[src/rtl/id_operand_stage_pkg.sv]
// Shared decode types for the RV32I ID stage: opcodes, immediate formats, ALU ops and the control word.
package pkg_config;

  localparam int unsigned NUM_REGISTER_DEF = 32;
  localparam int unsigned REG_ADDR_W       = $clog2(NUM_REGISTER_DEF);

  typedef enum logic [6:0] {
    OPC_LUI    = 7'b0110111,
    OPC_AUIPC  = 7'b0010111,
    OPC_JAL    = 7'b1101111,
    OPC_JALR   = 7'b1100111,
    OPC_BRANCH = 7'b1100011,
    OPC_LOAD   = 7'b0000011,
    OPC_STORE  = 7'b0100011,
    OPC_OP_IMM = 7'b0010011,
    OPC_OP     = 7'b0110011
  } opcode_e;

  typedef enum logic [2:0] {
    IMM_I,
    IMM_S,
    IMM_B,
    IMM_U,
    IMM_J
  } imm_type_e;

  typedef enum logic [3:0] {
    ALU_ADD,
    ALU_SUB,
    ALU_SLL,
    ALU_SLT,
    ALU_SLTU,
    ALU_XOR,
    ALU_SRL,
    ALU_SRA,
    ALU_OR,
    ALU_AND,
    ALU_LUI,
    ALU_AUIPC,
    ALU_LINK
  } alu_op_e;

  typedef struct packed {
    alu_op_e   alu_op;
    logic      src_b_imm;
    logic      mem_rd;
    logic      mem_wr;
    logic      reg_we;
    logic      branch;
    logic      jump;
    imm_type_e imm_type;
    logic [2:0] funct3;
  } ctrl_t;

  localparam ctrl_t CTRL_NOP = '{
    alu_op:    ALU_ADD,
    src_b_imm: 1'b0,
    mem_rd:    1'b0,
    mem_wr:    1'b0,
    reg_we:    1'b0,
    branch:    1'b0,
    jump:      1'b0,
    imm_type:  IMM_I,
    funct3:    3'b000
  };

  // alt is instr[30]; SUB only exists in the register-register form.
  function automatic alu_op_e alu_from_funct3(input logic [2:0] f3, input logic alt,
                                              input logic reg_form);
    case (f3)
      3'b000:  return (alt && reg_form) ? ALU_SUB : ALU_ADD;
      3'b001:  return ALU_SLL;
      3'b010:  return ALU_SLT;
      3'b011:  return ALU_SLTU;
      3'b100:  return ALU_XOR;
      3'b101:  return alt ? ALU_SRA : ALU_SRL;
      3'b110:  return ALU_OR;
      default: return ALU_AND;
    endcase
  endfunction

endpackage

[src/rtl/id_operand_stage_imm_gen.sv]
// Combinational RV32I immediate generator; result sign-extended to DATA_WIDTH.
module imm_gen
  import pkg_config::*;
#(
  parameter int unsigned DATA_WIDTH = 32
) (
  input  logic [31:0]           i_instr,
  input  imm_type_e             i_imm_type,
  output logic [DATA_WIDTH-1:0] o_imm
);

  logic [31:0] w_imm32;
  logic        w_unused_opcode;

  always_comb begin
    w_imm32 = '0;
    case (i_imm_type)
      IMM_I:   w_imm32 = {{20{i_instr[31]}}, i_instr[31:20]};
      IMM_S:   w_imm32 = {{20{i_instr[31]}}, i_instr[31:25], i_instr[11:7]};
      IMM_B:   w_imm32 = {{19{i_instr[31]}}, i_instr[31], i_instr[7], i_instr[30:25],
                          i_instr[11:8], 1'b0};
      IMM_U:   w_imm32 = {i_instr[31:12], 12'b0};
      IMM_J:   w_imm32 = {{11{i_instr[31]}}, i_instr[31], i_instr[19:12], i_instr[20],
                          i_instr[30:21], 1'b0};
      default: w_imm32 = '0;
    endcase
  end

  assign o_imm           = DATA_WIDTH'($signed(w_imm32));
  assign w_unused_opcode = ^i_instr[6:0];

endmodule

[src/rtl/id_operand_stage.sv]
// RV32I decode / operand-fetch stage with ID/EX register, bypass and load-use stall.
// ID_FORWARD_EN: enables EX-result bypass; without it any EX write match on a used source stalls.
module id_operand_stage
  import pkg_config::*;
#(
  parameter int unsigned DATA_WIDTH   = 32,
  parameter int unsigned NUM_REGISTER = 32
) (
  input  logic                            clk_i,
  input  logic                            rst_i,
  input  logic                            in_valid_i,
  output logic                            in_ready_o,
  input  logic [DATA_WIDTH-1:0]           in_instr_i,
  input  logic [DATA_WIDTH-1:0]           in_pc_i,
  output logic [$clog2(NUM_REGISTER)-1:0] rs1_addr_o,
  output logic [$clog2(NUM_REGISTER)-1:0] rs2_addr_o,
  input  logic [DATA_WIDTH-1:0]           rs1_i,
  input  logic [DATA_WIDTH-1:0]           rs2_i,
  input  logic                            ex_we_i,
  input  logic                            ex_is_load_i,
  input  logic [$clog2(NUM_REGISTER)-1:0] ex_rd_addr_i,
  input  logic [DATA_WIDTH-1:0]           ex_result_i,
  input  logic                            wb_we_i,
  input  logic [$clog2(NUM_REGISTER)-1:0] wb_rd_addr_i,
  input  logic [DATA_WIDTH-1:0]           wb_data_i,
  input  logic                            flush_i,
  output logic                            out_valid_o,
  input  logic                            out_ready_i,
  output logic [DATA_WIDTH-1:0]           out_pc_o,
  output logic [DATA_WIDTH-1:0]           out_rs1_data_o,
  output logic [DATA_WIDTH-1:0]           out_rs2_data_o,
  output logic [DATA_WIDTH-1:0]           out_imm_o,
  output logic [$clog2(NUM_REGISTER)-1:0] out_rd_addr_o,
  output ctrl_t                           out_ctrl_o,
  output logic                            out_illegal_o
);

  localparam int unsigned AW = $clog2(NUM_REGISTER);

  logic [AW-1:0]         w_rs1_addr;
  logic [AW-1:0]         w_rs2_addr;
  logic [AW-1:0]         w_rd_addr;
  ctrl_t                 w_ctrl;
  logic                  w_rs1_used;
  logic                  w_rs2_used;
  logic                  w_illegal;
  logic [DATA_WIDTH-1:0] w_imm;
  logic [DATA_WIDTH-1:0] w_rs1_data;
  logic [DATA_WIDTH-1:0] w_rs2_data;
  logic                  w_ex_hit1;
  logic                  w_ex_hit2;
  logic                  w_hazard;
  logic                  w_accept;

  logic                  r_valid;
  logic [DATA_WIDTH-1:0] r_pc;
  logic [DATA_WIDTH-1:0] r_rs1_data;
  logic [DATA_WIDTH-1:0] r_rs2_data;
  logic [DATA_WIDTH-1:0] r_imm;
  logic [AW-1:0]         r_rd_addr;
  ctrl_t                 r_ctrl;
  logic                  r_illegal;

  assign w_rs1_addr = AW'(in_instr_i[19:15]);
  assign w_rs2_addr = AW'(in_instr_i[24:20]);
  assign w_rd_addr  = AW'(in_instr_i[11:7]);
  assign rs1_addr_o = w_rs1_addr;
  assign rs2_addr_o = w_rs2_addr;

  always_comb begin
    w_ctrl        = CTRL_NOP;
    w_ctrl.funct3 = in_instr_i[14:12];
    w_rs1_used    = 1'b0;
    w_rs2_used    = 1'b0;
    w_illegal     = 1'b0;
    case (in_instr_i[6:0])
      OPC_LUI: begin
        w_ctrl.alu_op    = ALU_LUI;
        w_ctrl.src_b_imm = 1'b1;
        w_ctrl.reg_we    = 1'b1;
        w_ctrl.imm_type  = IMM_U;
      end
      OPC_AUIPC: begin
        w_ctrl.alu_op    = ALU_AUIPC;
        w_ctrl.src_b_imm = 1'b1;
        w_ctrl.reg_we    = 1'b1;
        w_ctrl.imm_type  = IMM_U;
      end
      OPC_JAL: begin
        w_ctrl.alu_op   = ALU_LINK;
        w_ctrl.jump     = 1'b1;
        w_ctrl.reg_we   = 1'b1;
        w_ctrl.imm_type = IMM_J;
      end
      OPC_JALR: begin
        w_ctrl.alu_op   = ALU_LINK;
        w_ctrl.jump     = 1'b1;
        w_ctrl.reg_we   = 1'b1;
        w_ctrl.imm_type = IMM_I;
        w_rs1_used      = 1'b1;
      end
      OPC_BRANCH: begin
        w_ctrl.alu_op   = ALU_SUB;
        w_ctrl.branch   = 1'b1;
        w_ctrl.imm_type = IMM_B;
        w_rs1_used      = 1'b1;
        w_rs2_used      = 1'b1;
      end
      OPC_LOAD: begin
        w_ctrl.alu_op    = ALU_ADD;
        w_ctrl.src_b_imm = 1'b1;
        w_ctrl.mem_rd    = 1'b1;
        w_ctrl.reg_we    = 1'b1;
        w_ctrl.imm_type  = IMM_I;
        w_rs1_used       = 1'b1;
      end
      OPC_STORE: begin
        w_ctrl.alu_op    = ALU_ADD;
        w_ctrl.src_b_imm = 1'b1;
        w_ctrl.mem_wr    = 1'b1;
        w_ctrl.imm_type  = IMM_S;
        w_rs1_used       = 1'b1;
        w_rs2_used       = 1'b1;
      end
      OPC_OP_IMM: begin
        w_ctrl.alu_op    = alu_from_funct3(in_instr_i[14:12], in_instr_i[30], 1'b0);
        w_ctrl.src_b_imm = 1'b1;
        w_ctrl.reg_we    = 1'b1;
        w_ctrl.imm_type  = IMM_I;
        w_rs1_used       = 1'b1;
      end
      OPC_OP: begin
        w_ctrl.alu_op = alu_from_funct3(in_instr_i[14:12], in_instr_i[30], 1'b1);
        w_ctrl.reg_we = 1'b1;
        w_rs1_used    = 1'b1;
        w_rs2_used    = 1'b1;
      end
      default: w_illegal = 1'b1;
    endcase
  end

  imm_gen #(
    .DATA_WIDTH(DATA_WIDTH)
  ) u_imm_gen (
    .i_instr   (in_instr_i[31:0]),
    .i_imm_type(w_ctrl.imm_type),
    .o_imm     (w_imm)
  );

  assign w_ex_hit1 = ex_we_i && (ex_rd_addr_i != '0) && (ex_rd_addr_i == w_rs1_addr) && w_rs1_used;
  assign w_ex_hit2 = ex_we_i && (ex_rd_addr_i != '0) && (ex_rd_addr_i == w_rs2_addr) && w_rs2_used;

`ifdef ID_FORWARD_EN
  assign w_hazard = ex_is_load_i && (w_ex_hit1 || w_ex_hit2);

  always_comb begin
    w_rs1_data = rs1_i;
    if (w_rs1_addr == '0)
      w_rs1_data = '0;
    else if (ex_we_i && !ex_is_load_i && (ex_rd_addr_i == w_rs1_addr))
      w_rs1_data = ex_result_i;
    else if (wb_we_i && (wb_rd_addr_i == w_rs1_addr))
      w_rs1_data = wb_data_i;
  end

  always_comb begin
    w_rs2_data = rs2_i;
    if (w_rs2_addr == '0)
      w_rs2_data = '0;
    else if (ex_we_i && !ex_is_load_i && (ex_rd_addr_i == w_rs2_addr))
      w_rs2_data = ex_result_i;
    else if (wb_we_i && (wb_rd_addr_i == w_rs2_addr))
      w_rs2_data = wb_data_i;
  end
`else
  logic w_unused_ex;

  assign w_hazard    = w_ex_hit1 || w_ex_hit2;
  assign w_unused_ex = ^{ex_result_i, ex_is_load_i};

  // WB bypass stays: the register file does not write through on the same edge.
  always_comb begin
    w_rs1_data = rs1_i;
    if (w_rs1_addr == '0)
      w_rs1_data = '0;
    else if (wb_we_i && (wb_rd_addr_i == w_rs1_addr))
      w_rs1_data = wb_data_i;
  end

  always_comb begin
    w_rs2_data = rs2_i;
    if (w_rs2_addr == '0)
      w_rs2_data = '0;
    else if (wb_we_i && (wb_rd_addr_i == w_rs2_addr))
      w_rs2_data = wb_data_i;
  end
`endif

  assign in_ready_o = !w_hazard && !flush_i && (!r_valid || out_ready_i);
  assign w_accept   = in_valid_i && in_ready_o;

  always_ff @(posedge clk_i or posedge rst_i) begin
    if (rst_i) begin
      r_valid    <= 1'b0;
      r_pc       <= '0;
      r_rs1_data <= '0;
      r_rs2_data <= '0;
      r_imm      <= '0;
      r_rd_addr  <= '0;
      r_ctrl     <= CTRL_NOP;
      r_illegal  <= 1'b0;
    end else if (flush_i) begin
      r_valid <= 1'b0;
    end else if (w_accept) begin
      r_valid    <= 1'b1;
      r_pc       <= in_pc_i;
      r_rs1_data <= w_rs1_data;
      r_rs2_data <= w_rs2_data;
      r_imm      <= w_imm;
      r_rd_addr  <= w_rd_addr;
      r_ctrl     <= w_ctrl;
      r_illegal  <= w_illegal;
    end else if (out_ready_i) begin
      // Drain, or bubble when a hazard blocks capture.
      r_valid <= 1'b0;
    end
  end

  assign out_valid_o    = r_valid;
  assign out_pc_o       = r_pc;
  assign out_rs1_data_o = r_rs1_data;
  assign out_rs2_data_o = r_rs2_data;
  assign out_imm_o      = r_imm;
  assign out_rd_addr_o  = r_rd_addr;
  assign out_ctrl_o     = r_ctrl;
  assign out_illegal_o  = r_illegal;

endmodule

[config.mk]
export PLATFORM = sky130hd
export DESIGN_NAME = id_operand_stage
export DESIGN_NICKNAME = d
export VERILOG_FILES = /design/src/rtl/id_operand_stage_pkg.sv /design/src/rtl/id_operand_stage_imm_gen.sv /design/src/rtl/id_operand_stage.sv
export SDC_FILE = /design/constraint.sdc
export NUM_CORES = 1
export LEC_CHECK = 0
export ABC_CLOCK_PERIOD_IN_PS = 5800
export CORE_AREA = 2 2 145 147
export DETAILED_ROUTE_END_ITERATION = 6
export DIE_AREA = 0 0 147 149
export GPL_ROUTABILITY_DRIVEN = 0
export PLACE_DENSITY = 0.87
export SETUP_SLACK_MARGIN = 0.4
export SLEW_MARGIN = 25
export SYNTH_ARGS = -nofsm -noshare
export SYNTH_HDL_FRONTEND = slang
export SYNTH_SLANG_ARGS = --single-unit
[constraint.sdc]
create_clock -name clk_i -period 5.8 [get_ports clk_i]
set_clock_uncertainty 0.2 [all_clocks]
set_input_delay 0.87 -clock clk_i [delete_from_list [all_inputs] [get_ports clk_i]]
set_output_delay 0.87 -clock clk_i [all_outputs]
set_load 0.01 [all_outputs]
**Yosys cells after proc, flatten, opt, wreduce, memory -nomap -nowiden**

Cells that the tools add are included.
W data, S select, Z words.

- Bits in writable memories: 0
- Memories: 0
- Bits of input ports: 210
- ROM bits: 0
- Latch bits: 0
- Bits in registers: 151

- Multipliers: 0
- Bitwise gates (word level): 1
- $add $sub $neg: 0
- Eq/ne operators: 23
- Multiplexer cells: 23
- Divide/modulo/power cells: 0
- Shift-type cells: 0
- $lt $le $gt $ge: 0
- Reduce and logical (&&, ||, !) cells: 29

Operators by type and width:

| kind | number |
|---|---|
| $pmux W32 S5 | 1 |
| $mux W32 | 4 |
| $pmux W4 S7 | 2 |
| $pmux W4 S6 | 1 |
| $eq A7 B6 Y1 const B | 3 |
| $eq A7 B7 Y1 const B | 3 |
| $eq A5 B5 Y1 | 4 |
| $eq A7 B5 Y1 const B | 2 |
| $mux W1 | 14 |
| $eq A3 B2 Y1 const B | 4 |
| $eq A3 B3 Y1 const B | 4 |
| $pmux W3 S4 | 1 |
| $logic_and A1 B1 Y1 | 10 |
| $logic_not A5 Y1 | 2 |
| $reduce_or A9 Y1 | 1 |
| $eq A7 B2 Y1 const B | 1 |
| $reduce_or A7 Y1 | 1 |
| $eq A3 B1 Y1 const B | 2 |
| $logic_not A3 Y1 | 2 |
| $reduce_or A6 Y1 | 1 |
| $reduce_bool A5 Y1 | 1 |
| $reduce_or A5 Y1 | 1 |
| $reduce_or A2 Y1 | 2 |
| $logic_not A1 Y1 | 3 |
| 5 further kinds | 6 |

**Longest topological paths before layout**

- Depth in word-level cells: 11
- Mapped depth: 9

**Modules after synthesis**

A second synthesis with hierarchy kept.

- Cells, all modules: 673
- Area total of the unflattened synthesis: 7643.6 µm²

Modules (own cells, without submodules):

| module | cells each | times used | seq. area each (µm²) | area each (µm²) |
|---|---|---|---|---|
| id_operand_stage | 576 | 1 | 3778.6 | 7126.8 |
| imm_gen | 97 | 1 | 0.0 | 516.7 |

**Worst setup path after synthesis**

OpenSTA, ideal clock, no wires.

- Path kind: in2out
- Start: input ex_rd_addr_i[1]
- End: output in_ready_o
- Stages on the path: 3
- Required time: 4.730 ns
- Path slack: 2.949 ns
- Arrival time: 1.781 ns
- Cells stage by stage: or4_1 -> o21ai_0 -> o211a_1

- Longest elaborated chain between the ends: 8
- Elaborated cells on any way between the ends: 12
- Classes of those cells: eq/ne (2); reduce/logical (10)

Ends and longest elaborated chain:

| item | RTL line | source |
|---|---|---|
| start: declaration | id_operand_stage.sv:21 | `input logic [$clog2(NUM_REGISTER)-1:0] ex_rd_addr_i,` |
| $reduce_bool A5 Y1 | id_operand_stage.sv:150, id_operand_stage.sv:151 |  |
| $logic_and A1 B1 Y1 | id_operand_stage.sv:150, id_operand_stage.sv:151 |  |
| $logic_and A1 B1 Y1 (on tied branches) (2 in series) | id_operand_stage.sv:150, id_operand_stage.sv:151 |  |
| $logic_or A1 B1 Y1 * | id_operand_stage.sv:178 | `assign w_hazard = w_ex_hit1 \|\| w_ex_hit2;` |
| $logic_not A1 Y1 * | id_operand_stage.sv:199 | `assign in_ready_o = !w_hazard && !flush_i && (!r_valid \|\| out_ready_i);` |
| $logic_and A1 B1 Y1 * (2 in series) | id_operand_stage.sv:199 |  |
| end: declaration | id_operand_stage.sv:12 | `output logic in_ready_o,` |

Every way passes the cells marked *; elsewhere a longest branch is shown, timed or not.

**Worst setup path after layout**

Same ends and word-level chain as after synthesis.

==> reports/results.tsv <==
metric	value	unit
grt_use_met1	28.7	%
min-delay-start	out_rs1_data_o[28]$_DFFE_PP0P_	
syn_avg_cell_area	10.8	um^2
irDropWorstVdd	0.000186	V
status	finished, final reports clean	
worstSetupEndpointType	primary output	
busiest_layer	met2	
crit_type	primary input to primary output	
fin_crit_sh	72.7	%
cts_resized	0	
drtAntennaViolNets	0	
grt_pass1_wl	39500	um
p_total	0.00348	W
synthesis.area	0.00791	mm^2
syn_nets	941	
slew_viol_final	0	
ios	372	
post_cts_buffers	0	
max_slew.worst_pin.slew	1.05	ns
clock_path_buffers	2	
cts_max_level	4	
yosysSeqAreaShare	47.8	%
grt_overflow	0	
ys_types	42	
ys_async_sr_fraction	100	%
hpwl	18600	um
mostFrequentLayoutCells	clkdlybuf4s50_1, dfrtp_1, a21oi_1, o21ai_0, nand3_1	
yosysTopAreaCell	dfrtp_1	
grt_max_degree	64	
final_common_cell	clkdlybuf4s50_1	
ys.flop_type	dfrtp_1	
postCtsHoldBufs	0	
netlist.area_leader.share	47.8	%
first_global_vias	7130	
grt_use_met2	38.8	%
yosys.area_share.simple	8.10	%
hp-class	flip-flop to flip-flop	
cp.required	4.73	ns
clk_pin_slew_worst_paths	0.06	ns
dr.pass1.iters	4	
vias	7062	
drv_cap	0	
portBuffers	338	
synth_cells	731	
ff2ff_path_depth	5	
route.detailed.wl_per_inst	19.8	um
r2r_slack	3.56	ns
yosys.area_share.adder	0	%
rows	53	
yosys_warnings	0	
utilization	58.3	%
met3_usage	5.81	%
antenna_found_initial	0	
crit_path_end	in_ready_o	
power_density	290	mW/mm^2
r2r-end	out_rs1_data_o[11]$_DFFE_PP0P_	
synth-xor-area-share	2.21	%
synth_mux_area_share	23.6	%
setup_viol	0	
startpoint	ex_rd_addr_i[1]	
root_buffer	clkbuf_16	
clk_latency	0.41	ns
fmax	237	MHz
post_drt_via_cell_ratio	5.35	
synth-seq-cells	151	
crit_path_max_fanout	3	
remaining_drc_errors	0	
core-area	0.0206	mm^2
place_area	0.0114	mm^2
cp_data_arrival_time	3.15	ns
rsz0062_at_grt	false	
drive_above_1_share	16.2	%
power.leakage	4.92	nW
grt_usage	23.1	%
period_needed	4.22	ns
synth_area_leaders	dfrtp_1, mux2_4, mux2_2	
cts_tree	yes	
cp-start-kind	primary input	
fin_tns_setup	0	ns
hold_viol_final	0	
fp.dieW	147	um
hold-worst-slack	0.306	ns
synth_edf_count	0	
n_antenna_cell	0	
reg2reg_from	out_valid_o$_DFFE_PP0P_	
synth_top_family_by_area	multiplexers	
cts.sinks	151	
dieArea	0.0219	mm^2
wl	26100	um
die_h	149	um
slew_headroom	29.9	%
final_cell_area	0.0120	mm^2
synth_compound_area_share	11.6	%
start_util	38.5	%
drtIter0Drc	360	
numCtsBuffers	17	
syn_to_final_growth	51.5	%
nets	1242	
## metrics by stage
stage	setup slack, ns	cells
after floorplan	0.665	731
after global placement	1.61	1288
after detailed placement	1.60	1288
after CTS	1.59	1320
after global routing	1.50	1320
final	1.58	1320
## report_power, final
part,switching [W],internal (W)
clock network,0.000471,0.000621
registers,0.000102,0.00123
logic,0.000415,0.000633
total,0.000988,0.00249
## cell type report
class	count	area (um^2)
Clock buffer	20	457
Multi-Input combinational cell	470	3620
Fill cell	1667	8570
Sequential cell	151	3780
Timing Repair Buffer	352	3510
Clock inverter	12	118
Inverter	40	155
Tap cell	275	344
## metal layers
layer  vias up  wire length (um)
met1      3511             10500
li1       3167                 -
met4         0               726
met3        45              2130
met2       339             12700
met5         -                 0
## flip-flops by register name, indices dropped and copies added (netlist names)
register / cells
out_valid_o: 1
out_illegal_o: 1
out_rd_addr_o: 5
out_pc_o: 32
out_ctrl_o: 16
out_rs2_data_o: 32
out_rs1_data_o: 32
out_imm_o: 32
## cell families (layout without fill, tap and decap cells)
logic type                count (synthesis)  count (layout)
buffers and inverters                   110             424
xor gates and xnor gates                 20              20
AOI/OAI and AO/OA                       175             175
DFF                                     151             151
muxes                                   151             151
and+or+nand+nor                         124             124
## cells in the mapped netlist, types with 2 or more instances
cell,number
inv_1,40
and4_1,2
or4_1,3
nand3_1,68
nand2_1,14
o21ai_0,69
mux2_2,61
dfrtp_1,151
nor2_1,11
nand4_1,2
nand2b_1,2
and2_1,4
a31oi_1,4
and3_1,6
mux2i_1,34
buf_4,13
buf_1,2
mux2_4,56
xnor2_1,11
a21oi_1,91
xor2_1,9
nor3_1,4
buf_6,8
buf_2,8
nor4_1,3
clkbuf_1,39
## worst max-delay path, stage by stage
cell and delay [ns]:
clkdlybuf4s50_1 0.47, or4_1 0.52, o21ai_0 0.47, o211a_1 0.26, clkdlybuf4s50_1 0.55
## worst min path at each step
stage,end,slack [ns],cells after the start
6_report,out_rs1_data_o[28]$_DFFE_PP0P_,0.31,1
5_1_grt,out_rs2_data_o[23]$_DFFE_PP0P_,0.32,1
4_1_cts,out_rs1_data_o[29]$_DFFE_PP0P_,0.31,1
3_5_place_dp,out_rs2_data_o[8]$_DFFE_PP0P_,0.29,1
3_3_place_gp,out_rs1_data_o[29]$_DFFE_PP0P_,0.29,1
2_1_floorplan,out_ctrl_o[11]$_DFFE_PP0P_,0.35,2
(Power assumes the default switching activity.)
